### src/rtl/gpr_write_mux.sv
// -----------------------------------------------------------------------------
// gpr_write_mux
//
// Write-back source selector for the general-purpose register file. Chooses
// the GPR write data from the ALU result, the memory load data or the
// return-address value produced by the PC path. The choice is purely
// combinational. A registered copy of the data and an error flag are also
// provided for pipelined write-back and debug.
//
// Ports (declaration order is fixed so that older positional instantiations
// that connect only the first five ports keep working):
//   alu        in   WIDTH  ALU result
//   memory     in   WIDTH  memory load data
//   pc         in   WIDTH  return address, already offset, passed unmodified
//   sel        in   2      write-back source code (GPR_WRITE_*)
//   out        out  WIDTH  selected write data, combinational
//   clk        in   1      rising-edge clock, registered copy only
//   rst        in   1      asynchronous active-high reset of registered copy
//   out_q      out  WIDTH  out registered on rising clk
//   sel_err    out  1      high when sel is the reserved code (or X/Z)
//   sel_err_q  out  1      sel_err registered on rising clk
// -----------------------------------------------------------------------------
module gpr_write_mux #(
  parameter int WIDTH = 32
) (
  input  logic [WIDTH-1:0] alu,
  input  logic [WIDTH-1:0] memory,
  input  logic [WIDTH-1:0] pc,
  input  logic [1:0]       sel,
  output logic [WIDTH-1:0] out,
  input  logic             clk,
  input  logic             rst,
  output logic [WIDTH-1:0] out_q,
  output logic             sel_err,
  output logic             sel_err_q
);

  // Write-back source codes, matching the control unit's GPR_WRITE_* codes.
  localparam logic [1:0] GPR_WRITE_ALU = 2'b00;
  localparam logic [1:0] GPR_WRITE_MEM = 2'b01;
  localparam logic [1:0] GPR_WRITE_PC  = 2'b10;

  // Combinational selection. The reserved code 2'b11 and any X/Z on sel
  // both fall into the default arm: in simulation an unknown sel matches
  // none of the explicit codes, so it yields zero data and a raised error
  // flag instead of propagating X into the register file.
  always_comb begin
    // NOTE: every output gets a value before the case so no path through
    // the block leaves it unassigned; otherwise a latch would be inferred.
    out     = '0;
    sel_err = 1'b0;
    case (sel)
      GPR_WRITE_ALU: out = alu;
      GPR_WRITE_MEM: out = memory;
      GPR_WRITE_PC:  out = pc;
      default: begin
        out     = '0;
        sel_err = 1'b1;
      end
    endcase
  end

  // Registered copy for pipelined write-back. Reset clears it immediately,
  // independent of the clock; the first edge after release captures the
  // current combinational values.
  always_ff @(posedge clk or posedge rst) begin
    // NOTE: state is updated with non-blocking assignments so every flop
    // samples the pre-edge values, regardless of statement order.
    if (rst) begin
      out_q     <= '0;
      sel_err_q <= 1'b0;
    end else begin
      out_q     <= out;
      sel_err_q <= sel_err;
    end
  end

endmodule

### config.mk
export PLATFORM = sky130hd
export DESIGN_NAME = gpr_write_mux
export DESIGN_NICKNAME = d
export VERILOG_FILES = /design/src/rtl/gpr_write_mux.sv
export SDC_FILE = /design/constraint.sdc
export NUM_CORES = 1
export LEC_CHECK = 0
export BUFFER_PORTS_ARGS = -buffer_cell sky130_fd_sc_hd__buf_2
export CORE_UTILIZATION = 37
export DETAILED_ROUTE_END_ITERATION = 7
export HOLD_SLACK_MARGIN = 0.03
export PLACE_DENSITY = 0.83
export RECOVER_POWER = 25
export SYNTH_ARGS = -nofsm -noshare
export SYNTH_HDL_FRONTEND = slang
export SYNTH_SLANG_ARGS = --single-unit
### constraint.sdc
create_clock -name clk -period 1.2 [get_ports clk]
set_input_delay 0.18 -clock clk [delete_from_list [all_inputs] [get_ports clk]]
set_output_delay 0.18 -clock clk [all_outputs]
set_load 0.05 [all_outputs]
; ---- Word-level counts from Yosys, hierarchy flattened
; Cells that the tools add are included.
[op_classes]
mux = 2
eq_ne = 2
n_reduce_logical = 2
[ops]
columns = op, n
row1 = case mux 32 bit (3 select lines), 1
row2 = OR reduction 3 bit, 1
row3 = == test 2 x 1 -> 1 bit (second input constant), 1
row4 = == test 2 bit (second input constant), 1
row5 = zero test 2 bit, 1
row6 = 2-to-1 mux 1 bit, 1
[totals]
input_bits = 100
register_bits = 33
output_inout_bits = 66

; ---- Depth between registers and ports, before layout
; Gate-level depths: netlist of run 1.
[depth]
depth_word = 3
depth_mapped = 5
mapped_depth_nobuf = 2

; ---- Worst setup path before layout of run 1
; No wires, ideal clock.
[synth_timing]
kind = in2reg
from = input port sel[1]
to = register out_q[30]
path_stages = 3
t_arrival_ns = 1.219
setup_slack_ns = -0.232
required_ns = 0.987
n_path_buf = 1
path_cell_list = buf_6 mux2i_1 o2bb2ai_1
[synth_between]
elab_chain_len = 2
elab_cells_between_ends = 4
cone_classes = 2 x eq/ne / 1 x mux / 1 x reduce/logical
[synth_lines]
columns = element, line_no
row1 = start: declaration, 29  ; input logic [1:0] sel,
row2 = "== test 2 bit, or another cell as far along", 52  ; case (sel)
row3 = case mux 32 bit (3 select lines) (*), 52
row4 = net out[30], 30  ; output logic [WIDTH-1:0] out,
row5 = end signal: assignment, 73  ; out_q <= out;
row6 = end: declaration, 33  ; output logic [WIDTH-1:0] out_q,
; Mark *: on every way through the listed nets, which the timed path passes. The rest lies on a longest branch.

; ---- Worst setup path after layout of run 1
[layout_timing]
from = input port sel[1]
to = output port out[29]
[layout_between]
elab_chain_len = 2
elab_cells_between_ends = 4
cone_classes = 2 x eq/ne / 1 x mux / 1 x reduce/logical
[layout_lines]
columns = element, line_no
row1 = "== test 2 bit, or another cell as far along", 52
row2 = case mux 32 bit (3 select lines) (*), 52
row3 = end: declaration, 30
; Mark *: on every way between the ends. The rest lies on a longest branch, timed or not.

==> results of run 1 <==
how the worst max path moves through the flow:
stage | endpoint | slack (ns)
global placement | out[13] | -0.20
CTS | out[7] | -0.07
global route | out[29] | -0.07
floorplan | out_q[17]$_DFF_PP0_ | -0.06
detailed placement | out[4] | -0.22
finish | out[29] | -0.04
flip-flops by register name, indices dropped and copies added, names as in the netlist:
| register | count |
|---|---|
| out_q | 32 |
| sel_err_q | 1 |
stage by stage:
step | cell area, um^2 | total power [W]
floorplan | 2050 | 0.00235
global placement | 2970 | 0.00278
detailed placement | 2970 | 0.00280
CTS | 3510 | 0.00398
global route | 3720 | 0.00422
finish | 3720 | 0.00409
area by class of cell:
type / instances / area (um^2) / area share, %
timing repair buffer: 188 / 1400 / 37.5
multi-input combinational: 66 / 1330 / 35.7
sequential: 33 / 826 / 22.2
clock buffer: 7 / 96.3 / 2.59
tap: 52 / 65.1 / 1.75
clock inverter: 1 / 5.00 / 0.134
inverter: 1 / 3.75 / 0.101
logic make-up after synthesis:
logic type | synth area share [%]
mux | 18.0
flops | 46.5
simple gates | 1.13
buf+inv | 8.03
compound gates | 26.3
placed cells by master, fill, tap and decap left out, drive strengths merged:
master,n
mux2i,32
clkbuf,8
o2bb2ai,32
and2,1
dlygate4sd3,1
clkinv,1
dfrtp,33
inv,1
nor2b,1
buf,186
layer usage:
layer	up-vias	routed length, um
met1	828	2290
li1	790	-
met3	9	478
met4	0	95
met5	-	0
met2	100	3640
critical path, cell delays in order:
cell	delay, ns
sky130_fd_sc_hd__buf_12	0.12
sky130_fd_sc_hd__nor2b_4	0.12
sky130_fd_sc_hd__buf_12	0.14
sky130_fd_sc_hd__buf_12	0.16
sky130_fd_sc_hd__o2bb2ai_2	0.14
sky130_fd_sc_hd__buf_6	0.18
where the power goes:
part	switching, W	internal, W
registers	0.0000225	0.00120
clock network	0.000423	0.000519
logic	0.00119	0.000732
total	0.00163	0.00245
synth_stat cells:
cell and number:
sky130_fd_sc_hd__o2bb2ai_2 30, sky130_fd_sc_hd__dfrtp_1 33, sky130_fd_sc_hd__mux2i_1 32, sky130_fd_sc_hd__buf_6 5, sky130_fd_sc_hd__inv_1 1, sky130_fd_sc_hd__buf_2 3, sky130_fd_sc_hd__and2_1 1, sky130_fd_sc_hd__buf_12 3
sky130_fd_sc_hd__buf_4 1, sky130_fd_sc_hd__o2bb2ai_1 2, sky130_fd_sc_hd__nor2b_4 1
repair_timing:
action                                 CTS  global route
resized for setup                       90            37
pin swaps                                2             3
hold buffers                             1             0
setup endpoints to repair               33            33
cloned                                   2             1
buffers inserted                         4             3
endpoints found under the hold margin   33             0
==> report_table.html, run 1 <==
<table>
<tr><th>Metric</th><th>Value</th></tr>
<tr><th colspan="2">Synthesis</th></tr>
<tr><td>Avg Inst Size Synth</td><td>15.9 um^2</td></tr>
<tr><td>Yosys warning count</td><td>0</td></tr>
<tr><td>Cell area after synthesis</td><td>1780 um^2</td></tr>
<tr><td>Synthesized flop and latch total</td><td>33</td></tr>
<tr><td>Largest cells by area after synthesis</td><td>sky130_fd_sc_hd__dfrtp_1 (46%), sky130_fd_sc_hd__o2bb2ai_2 (25%), sky130_fd_sc_hd__mux2i_1 (18%), sky130_fd_sc_hd__buf_12 (3.4%), sky130_fd_sc_hd__buf_6 (3.2%)</td></tr>
<tr><td>Net count after synthesis</td><td>212</td></tr>
<tr><td>Part of the Yosys area used for sequential elements</td><td>46.5%</td></tr>
<tr><td>Largest area contributor in the netlist</td><td>sky130_fd_sc_hd__dfrtp_1</td></tr>
<tr><td>Cells after synthesis</td><td>112</td></tr>
<tr><td>Area share of the leading cell type in the synthesized netlist</td><td>46.5%</td></tr>
<tr><td>Number of different library cells in the post-synthesis netlist</td><td>11</td></tr>
<tr><th colspan="2">GRT</th></tr>
<tr><td>Initial antenna violation count</td><td>0</td></tr>
<tr><td>Congestion Overflow GR</td><td>0</td></tr>
<tr><td>GRT busiest layer</td><td>met2</td></tr>
<tr><td>Pin count of the biggest net entering global routing</td><td>34</td></tr>
<tr><td>M2 GR Usage</td><td>47.3%</td></tr>
<tr><td>Number of global-route vias before repair</td><td>1926</td></tr>
<tr><td>Global-route wire length before repair</td><td>9.44 mm</td></tr>
<tr><td>Met1 Usage GRT</td><td>26.2%</td></tr>
<tr><td>Global routing usage summed across all routing layers</td><td>25.0%</td></tr>
<tr><td>GR Util met3</td><td>7.45%</td></tr>
<tr><th colspan="2">Critical path</th></tr>
<tr><td>Critical path peak fanout</td><td>9</td></tr>
<tr><td>Critical path arrival</td><td>1.06 ns</td></tr>
<tr><td>Crit start category</td><td>input port</td></tr>
<tr><td>Worst path required time</td><td>1.02 ns</td></tr>
<tr><td>Worst Setup End Kind</td><td>output port</td></tr>
<tr><td>Worst setup path startpoint</td><td>sel[1]</td></tr>
<tr><td>Critical path type</td><td>in -&gt; out</td></tr>
<tr><th colspan="2">Place</th></tr>
<tr><td>Gp weighted congestion</td><td>0.767</td></tr>
<tr><td>I/O Buffers</td><td>165</td></tr>
<tr><td>Post-Place Cells</td><td>331</td></tr>
<tr><td>Worst slack, placed</td><td>-0.224 ns</td></tr>
<tr><th colspan="2">Pwr</th></tr>
<tr><td>Leakage power</td><td>1.76 nW</td></tr>
<tr><td>Pwr per Cell Area</td><td>1100 nW/um^2</td></tr>
<tr><td>Worst VDD drop</td><td>0.699 mV</td></tr>
<tr><th colspan="2">Drt</th></tr>
<tr><td>Detail Route Antenna Nets</td><td>0</td></tr>
<tr><td>WL/cell</td><td>18.7 um</td></tr>
<tr><td>Iter 0 DRT Violations</td><td>38</td></tr>
<tr><td>Via count</td><td>1727</td></tr>
<tr><td>DRC errors left</td><td>10</td></tr>
<tr><td>Total wire length</td><td>6.50 mm</td></tr>
<tr><td>Number of vias per cell after detailed routing</td><td>4.96</td></tr>
<tr><td>Number of search-and-repair iterations in the first detailed-routing pass</td><td>6</td></tr>
<tr><th colspan="2">Cells and area</th></tr>
<tr><td>Layout filler cell count</td><td>218</td></tr>
<tr><td>Non-filler instance count after layout</td><td>348</td></tr>
<tr><td>Layout overhead on the synthesized area</td><td>110%</td></tr>
<tr><td>Finished Core Util</td><td>83.2%</td></tr>
<tr><td>Proportion of layout cells with a drive suffix above 1</td><td>83.8%</td></tr>
<tr><td>Layout net count</td><td>395</td></tr>
<tr><td>Count of antenna diodes in the layout</td><td>0</td></tr>
<tr><th colspan="2">Timing</th></tr>
<tr><td>Worst setup slack after layout</td><td>-0.0421 ns</td></tr>
<tr><td>Hold Worst Slack</td><td>0.141 ns</td></tr>
<tr><td>Final Max Tran Viols</td><td>0</td></tr>
<tr><td>Transition time of the tightest slew-check pin</td><td>0.401 ns</td></tr>
<tr><td>Headroom to the max-slew limit</td><td>73.3%</td></tr>
<tr><td>Time the worst path needs with I/O delays and setup</td><td>1.24 ns</td></tr>
<tr><td>Accumulated negative setup slack</td><td>-0.474 ns</td></tr>
<tr><td>Max Clk Rate</td><td>805 MHz</td></tr>
<tr><td>Unrepaired setup endpoints after global routing</td><td>yes</td></tr>
<tr><td>Part of the cycle the worst path needs</td><td>104%</td></tr>
<tr><td>Final hold violations</td><td>0</td></tr>
<tr><td>Setup-violating endpoint count in the final report</td><td>23</td></tr>
<tr><th colspan="2">Clock network</th></tr>
<tr><td>Clock tree from TritonCTS</td><td>done</td></tr>
<tr><td>CTS max path bufs</td><td>2</td></tr>
<tr><td>Total number of clock tree sinks</td><td>33</td></tr>
<tr><td>H-tree Lvls</td><td>2</td></tr>
<tr><td>Master cell of the clock root buffer</td><td>sky130_fd_sc_hd__clkbuf_8</td></tr>
<tr><td>Number of clock buffers inserted by TritonCTS</td><td>5</td></tr>
<tr><td>Clock-pin slew reported for the worst setup and hold paths after clock tree synthesis</td><td>0.07 ns</td></tr>
<tr><th colspan="2">Floorplanning</th></tr>
<tr><td>Top-level I/O count</td><td>166</td></tr>
<tr><td>Floorplan row count</td><td>24</td></tr>
<tr><td>Die X-Extent</td><td>71.3 um</td></tr>
<tr><td>Effective utilization at floorplan</td><td>39.7%</td></tr>
<tr><td>Die Footprint</td><td>5080 um^2</td></tr>
<tr><td>Die height</td><td>71.3 um</td></tr>
<tr><td>Core outline area</td><td>4470 um^2</td></tr>
<tr><th colspan="2">Min path</th></tr>
<tr><td>Path category of the worst min-delay check</td><td>in -&gt; reg</td></tr>
<tr><td>Worst Hold Path Cells</td><td>2</td></tr>
<tr><td>WHS Endpoint</td><td>out_q[3]$_DFF_PP0_</td></tr>
<tr><td>Worst Min Path Start</td><td>memory[3]</td></tr>
<tr><th colspan="2">Run status</th></tr>
<tr><td>Violated checks</td><td>design-rule violations, negative setup slack</td></tr>
<tr><td>Status</td><td>finished with violations</td></tr>
<tr><th colspan="2">Flow run</th></tr>
<tr><td>Maximum capacitance violations</td><td>0</td></tr>
</table>
Note: power is estimated with default switching activity, not from simulation.
==> inputs of run 2 (changes only) <==
==> config.mk (replaced) <==
export PLATFORM = sky130hd
export DESIGN_NAME = gpr_write_mux
export DESIGN_NICKNAME = d
export VERILOG_FILES = /design/src/rtl/gpr_write_mux.sv
export SDC_FILE = /design/constraint.sdc
export NUM_CORES = 1
export LEC_CHECK = 0
export CORE_AREA = 2 2 65 67
export DETAILED_ROUTE_END_ITERATION = 7
export DIE_AREA = 0 0 67 69
export DONT_BUFFER_PORTS = 1
export HOLD_SLACK_MARGIN = 0.03
export PLACE_DENSITY = 0.64
export RECOVER_POWER = 25
export SYNTH_ARGS = -nofsm -noshare
export SYNTH_HDL_FRONTEND = slang
export SYNTH_SLANG_ARGS = --single-unit
==> constraint.sdc (replaced) <==
create_clock -name clk -period 1.1 [get_ports clk]
set_input_delay 0.165 -clock clk [delete_from_list [all_inputs] [get_ports clk]]
set_output_delay 0.165 -clock clk [all_outputs]
set_load 0.05 [all_outputs]
==> report_table.html, run 2 (synthesis gave the netlist of run 1 again) <==
<table>
<tr><th>Metric</th><th>Value</th></tr>
<tr><th colspan="2">Place</th></tr>
<tr><td>Detailed Place HPWL</td><td>3.30 mm</td></tr>
<tr><td>Worst slack, placed</td><td>-0.0130 ns (was -0.224 ns)</td></tr>
<tr><td>Gp weighted congestion</td><td>0.730 (was 0.767)</td></tr>
<tr><td>Placed cell areas</td><td>2260 um^2 (was 2970 um^2)</td></tr>
<tr><td>I/O Buffers</td><td>0 (was 165)</td></tr>
<tr><th colspan="2">Clock network</th></tr>
<tr><td>Clock tree from TritonCTS</td><td>done (unchanged)</td></tr>
<tr><td>Clock-pin slew reported for the worst setup and hold paths after clock tree synthesis</td><td>0.06 ns (was 0.07 ns)</td></tr>
<tr><td>Number of clock buffers inserted by TritonCTS</td><td>5 (unchanged)</td></tr>
<tr><td>Total number of clock tree sinks</td><td>33 (unchanged)</td></tr>
<tr><td>CTS max path bufs</td><td>2 (unchanged)</td></tr>
<tr><td>Master cell of the clock root buffer</td><td>sky130_fd_sc_hd__clkbuf_8 (unchanged)</td></tr>
<tr><td>H-tree Lvls</td><td>2 (unchanged)</td></tr>
<tr><th colspan="2">Cells and area</th></tr>
<tr><td>Commonest non-fill, non-tap cells in the layout</td><td>sky130_fd_sc_hd__mux2i_1 (32), sky130_fd_sc_hd__dfrtp_1 (27), sky130_fd_sc_hd__o2bb2ai_4 (21), sky130_fd_sc_hd__buf_12 (16), sky130_fd_sc_hd__dlygate4sd3_1 (12) (was sky130_fd_sc_hd__buf_2 (131), sky130_fd_sc_hd__dfrtp_1 (33), sky130_fd_sc_hd__o2bb2ai_4 (29), sky130_fd_sc_hd__buf_6 (25))</td></tr>
<tr><td>Count of antenna diodes in the layout</td><td>0 (unchanged)</td></tr>
<tr><td>Layout overhead on the synthesized area</td><td>46.5% (was 110%)</td></tr>
<tr><td>Layout net count</td><td>248 (was 395)</td></tr>
<tr><td>Post-route standard cell area excluding fillers</td><td>2600 um^2 (was 3720 um^2)</td></tr>
<tr><td>Proportion of layout cells with a drive suffix above 1</td><td>49.3% (was 83.8%)</td></tr>
<tr><td>Commonest non-fill, non-tap cell in the layout</td><td>sky130_fd_sc_hd__mux2i_1 (was sky130_fd_sc_hd__buf_2)</td></tr>
<tr><td>Largest reg by FF count</td><td>out_q (unchanged)</td></tr>
<tr><td>Largest registers ranked by flip-flop count</td><td>out_q x32, sel_err_q x1 (unchanged)</td></tr>
<tr><td>Max FFs per register</td><td>32 (unchanged)</td></tr>
<tr><th colspan="2">Timing</th></tr>
<tr><td>Worst setup slack after layout</td><td>0.0309 ns (was -0.0421 ns)</td></tr>
<tr><td>Transition time of the tightest slew-check pin</td><td>0.637 ns (was 0.401 ns)</td></tr>
<tr><td>Part of the cycle the worst path needs</td><td>97.2%</td></tr>
<tr><td>Final hold violations</td><td>0 (unchanged)</td></tr>
<tr><td>Hold Worst Slack</td><td>0.0868 ns (was 0.141 ns)</td></tr>
<tr><td>Headroom to the max-slew limit</td><td>57.5% (was 73.3%)</td></tr>
<tr><td>Setup-violating endpoint count in the final report</td><td>0 (was 23)</td></tr>
<tr><td>Time the worst path needs with I/O delays and setup</td><td>1.07 ns</td></tr>
<tr><td>Accumulated negative setup slack</td><td>0 ns (was -0.474 ns)</td></tr>
<tr><td>Final Max Tran Viols</td><td>0 (unchanged)</td></tr>
<tr><td>Max Clk Rate</td><td>935 MHz</td></tr>
<tr><td>Unrepaired setup endpoints after global routing</td><td>no (was yes)</td></tr>
<tr><th colspan="2">Floorplanning</th></tr>
<tr><td>Floorplan row count</td><td>23 (was 24)</td></tr>
<tr><td>Top-level I/O count</td><td>166 (unchanged)</td></tr>
<tr><td>Die height</td><td>69 um (was 71.3 um)</td></tr>
<tr><td>Die X-Extent</td><td>67 um (was 71.3 um)</td></tr>
<tr><td>Core outline area</td><td>3910 um^2 (was 4470 um^2)</td></tr>
<tr><td>Die Footprint</td><td>4620 um^2 (was 5080 um^2)</td></tr>
<tr><td>Effective utilization at floorplan</td><td>45.4% (was 39.7%)</td></tr>
<tr><th colspan="2">Drt</th></tr>
<tr><td>Via count</td><td>1143 (was 1727)</td></tr>
<tr><td>Number of vias per cell after detailed routing</td><td>5.77 (was 4.96)</td></tr>
<tr><td>WL/cell</td><td>22.6 um (was 18.7 um)</td></tr>
<tr><td>Total wire length</td><td>4.48 mm (was 6.50 mm)</td></tr>
<tr><td>DRC errors left</td><td>0 (was 10)</td></tr>
<tr><td>Iter 0 DRT Violations</td><td>58 (was 38)</td></tr>
<tr><td>Detail Route Antenna Nets</td><td>0 (unchanged)</td></tr>
<tr><td>Number of search-and-repair iterations in the first detailed-routing pass</td><td>4 (was 6)</td></tr>
<tr><th colspan="2">GRT</th></tr>
<tr><td>Pin count of the biggest net entering global routing</td><td>35 (was 34)</td></tr>
<tr><td>Global-route wire length before repair</td><td>6.56 mm (was 9.44 mm)</td></tr>
<tr><td>Initial antenna violation count</td><td>0 (unchanged)</td></tr>
<tr><td>Congestion Overflow GR</td><td>0 (unchanged)</td></tr>
<tr><td>Number of global-route vias before repair</td><td>1294 (was 1926)</td></tr>
<tr><td>Global routing usage summed across all routing layers</td><td>19.2% (was 25.0%)</td></tr>
<tr><th colspan="2">Flow run</th></tr>
<tr><td>Maximum capacitance violations</td><td>0 (unchanged)</td></tr>
<tr><th colspan="2">Pwr</th></tr>
<tr><td>Worst VDD drop</td><td>0.717 mV (was 0.699 mV)</td></tr>
<tr><td>Pwr per Cell Area</td><td>1410 nW/um^2 (was 1100 nW/um^2)</td></tr>
<tr><td>Leakage power</td><td>1.09 nW (was 1.76 nW)</td></tr>
<tr><th colspan="2">Critical path</th></tr>
<tr><td>Worst path required time</td><td>0.94 ns (was 1.02 ns)</td></tr>
<tr><td>Critical path type</td><td>reg -&gt; out (was in -&gt; out)</td></tr>
<tr><td>Critical path peak fanout</td><td>1 (was 9)</td></tr>
<tr><td>Worst Setup End Kind</td><td>output port (unchanged)</td></tr>
<tr><td>Critical path arrival</td><td>0.90 ns (was 1.06 ns)</td></tr>
<tr><td>Crit start category</td><td>register (was input port)</td></tr>
<tr><th colspan="2">Min path</th></tr>
<tr><td>Path category of the worst min-delay check</td><td>in -&gt; reg (unchanged)</td></tr>
<tr><th colspan="2">Run status</th></tr>
<tr><td>Status</td><td>finished clean (was finished with violations)</td></tr>
</table>
==> run 2: changes by cell type in the layout (fill, tap and decap cells not counted), moves of 2 or more <==
cell / delta
sky130_fd_sc_hd__dlygate4sd3_1: +11
sky130_fd_sc_hd__mux2i_1: +20
sky130_fd_sc_hd__o2bb2ai_4: -8
sky130_fd_sc_hd__buf_6: -25
sky130_fd_sc_hd__buf_2: -131
sky130_fd_sc_hd__dfrtp_2: +6
sky130_fd_sc_hd__o2bb2ai_2: +8
sky130_fd_sc_hd__dfrtp_1: -6
sky130_fd_sc_hd__mux2i_4: -8
sky130_fd_sc_hd__buf_8: -9
sky130_fd_sc_hd__mux2i_2: -12
sky130_fd_sc_hd__buf_12: +7
sky130_fd_sc_hd__clkbuf_1: +2
==> run 2: worst paths after layout <==
kind | endpoint | startpoint | slack [ns] | cells after the start
min in group asynchronous | out_q[11]$_DFF_PP0_ | rst | 0.45 | 3
hold / removal | out_q[7]$_DFF_PP0_ | sel[0] | 0.09 | 1
max in group asynchronous | out_q[22]$_DFF_PP0_ | rst | 0.30 | 3
setup / recovery | out_q[21] | out_q[21]$_DFF_PP0_ | 0.03 | 0
==> run 2: final cells by class <==
cell class	count	area, um^2
clock buffers	7	86.3
multi-input cells	66	1080
repair buffers	41	534
well taps	50	62.6
fillers	294	1310
flip-flops and latches	33	833
inverters	1	3.75
==> run 2: repair_timing <==
item                       CTS  global route
resized for setup            1             5
hold endpoints to repair    44             0
setup endpoints to repair    2            10
hold buffers                12             0
setup buffers                7             7
==> run 2: per-stage QoR <==
step                      cells  util, %  power (W)
final                       198     66.5    0.00368
after global placement      165     57.8    0.00270
after floorplan             112        -    0.00257
after CTS                   191     65.1    0.00371
after detailed placement    165     57.8    0.00272
after global routing        198     66.5    0.00383
==> run 2: routing by layer <==
layer	up-vias	GRT usage [%]	wire length [um]
met1	545	18.2	1380
li1	495	-	-
met5	-	0	0
met4	0	8.84	59
met2	97	35.2	2460
met3	6	7.18	571
==> run 2: power breakdown <==
group / internal (W) / switching (W) / total (W)
clock network: 0.000496 / 0.000397 / 0.000892
logic: 0.000439 / 0.000620 / 0.00106
registers: 0.00131 / 0.000415 / 0.00173
total: 0.00225 / 0.00143 / 0.00368
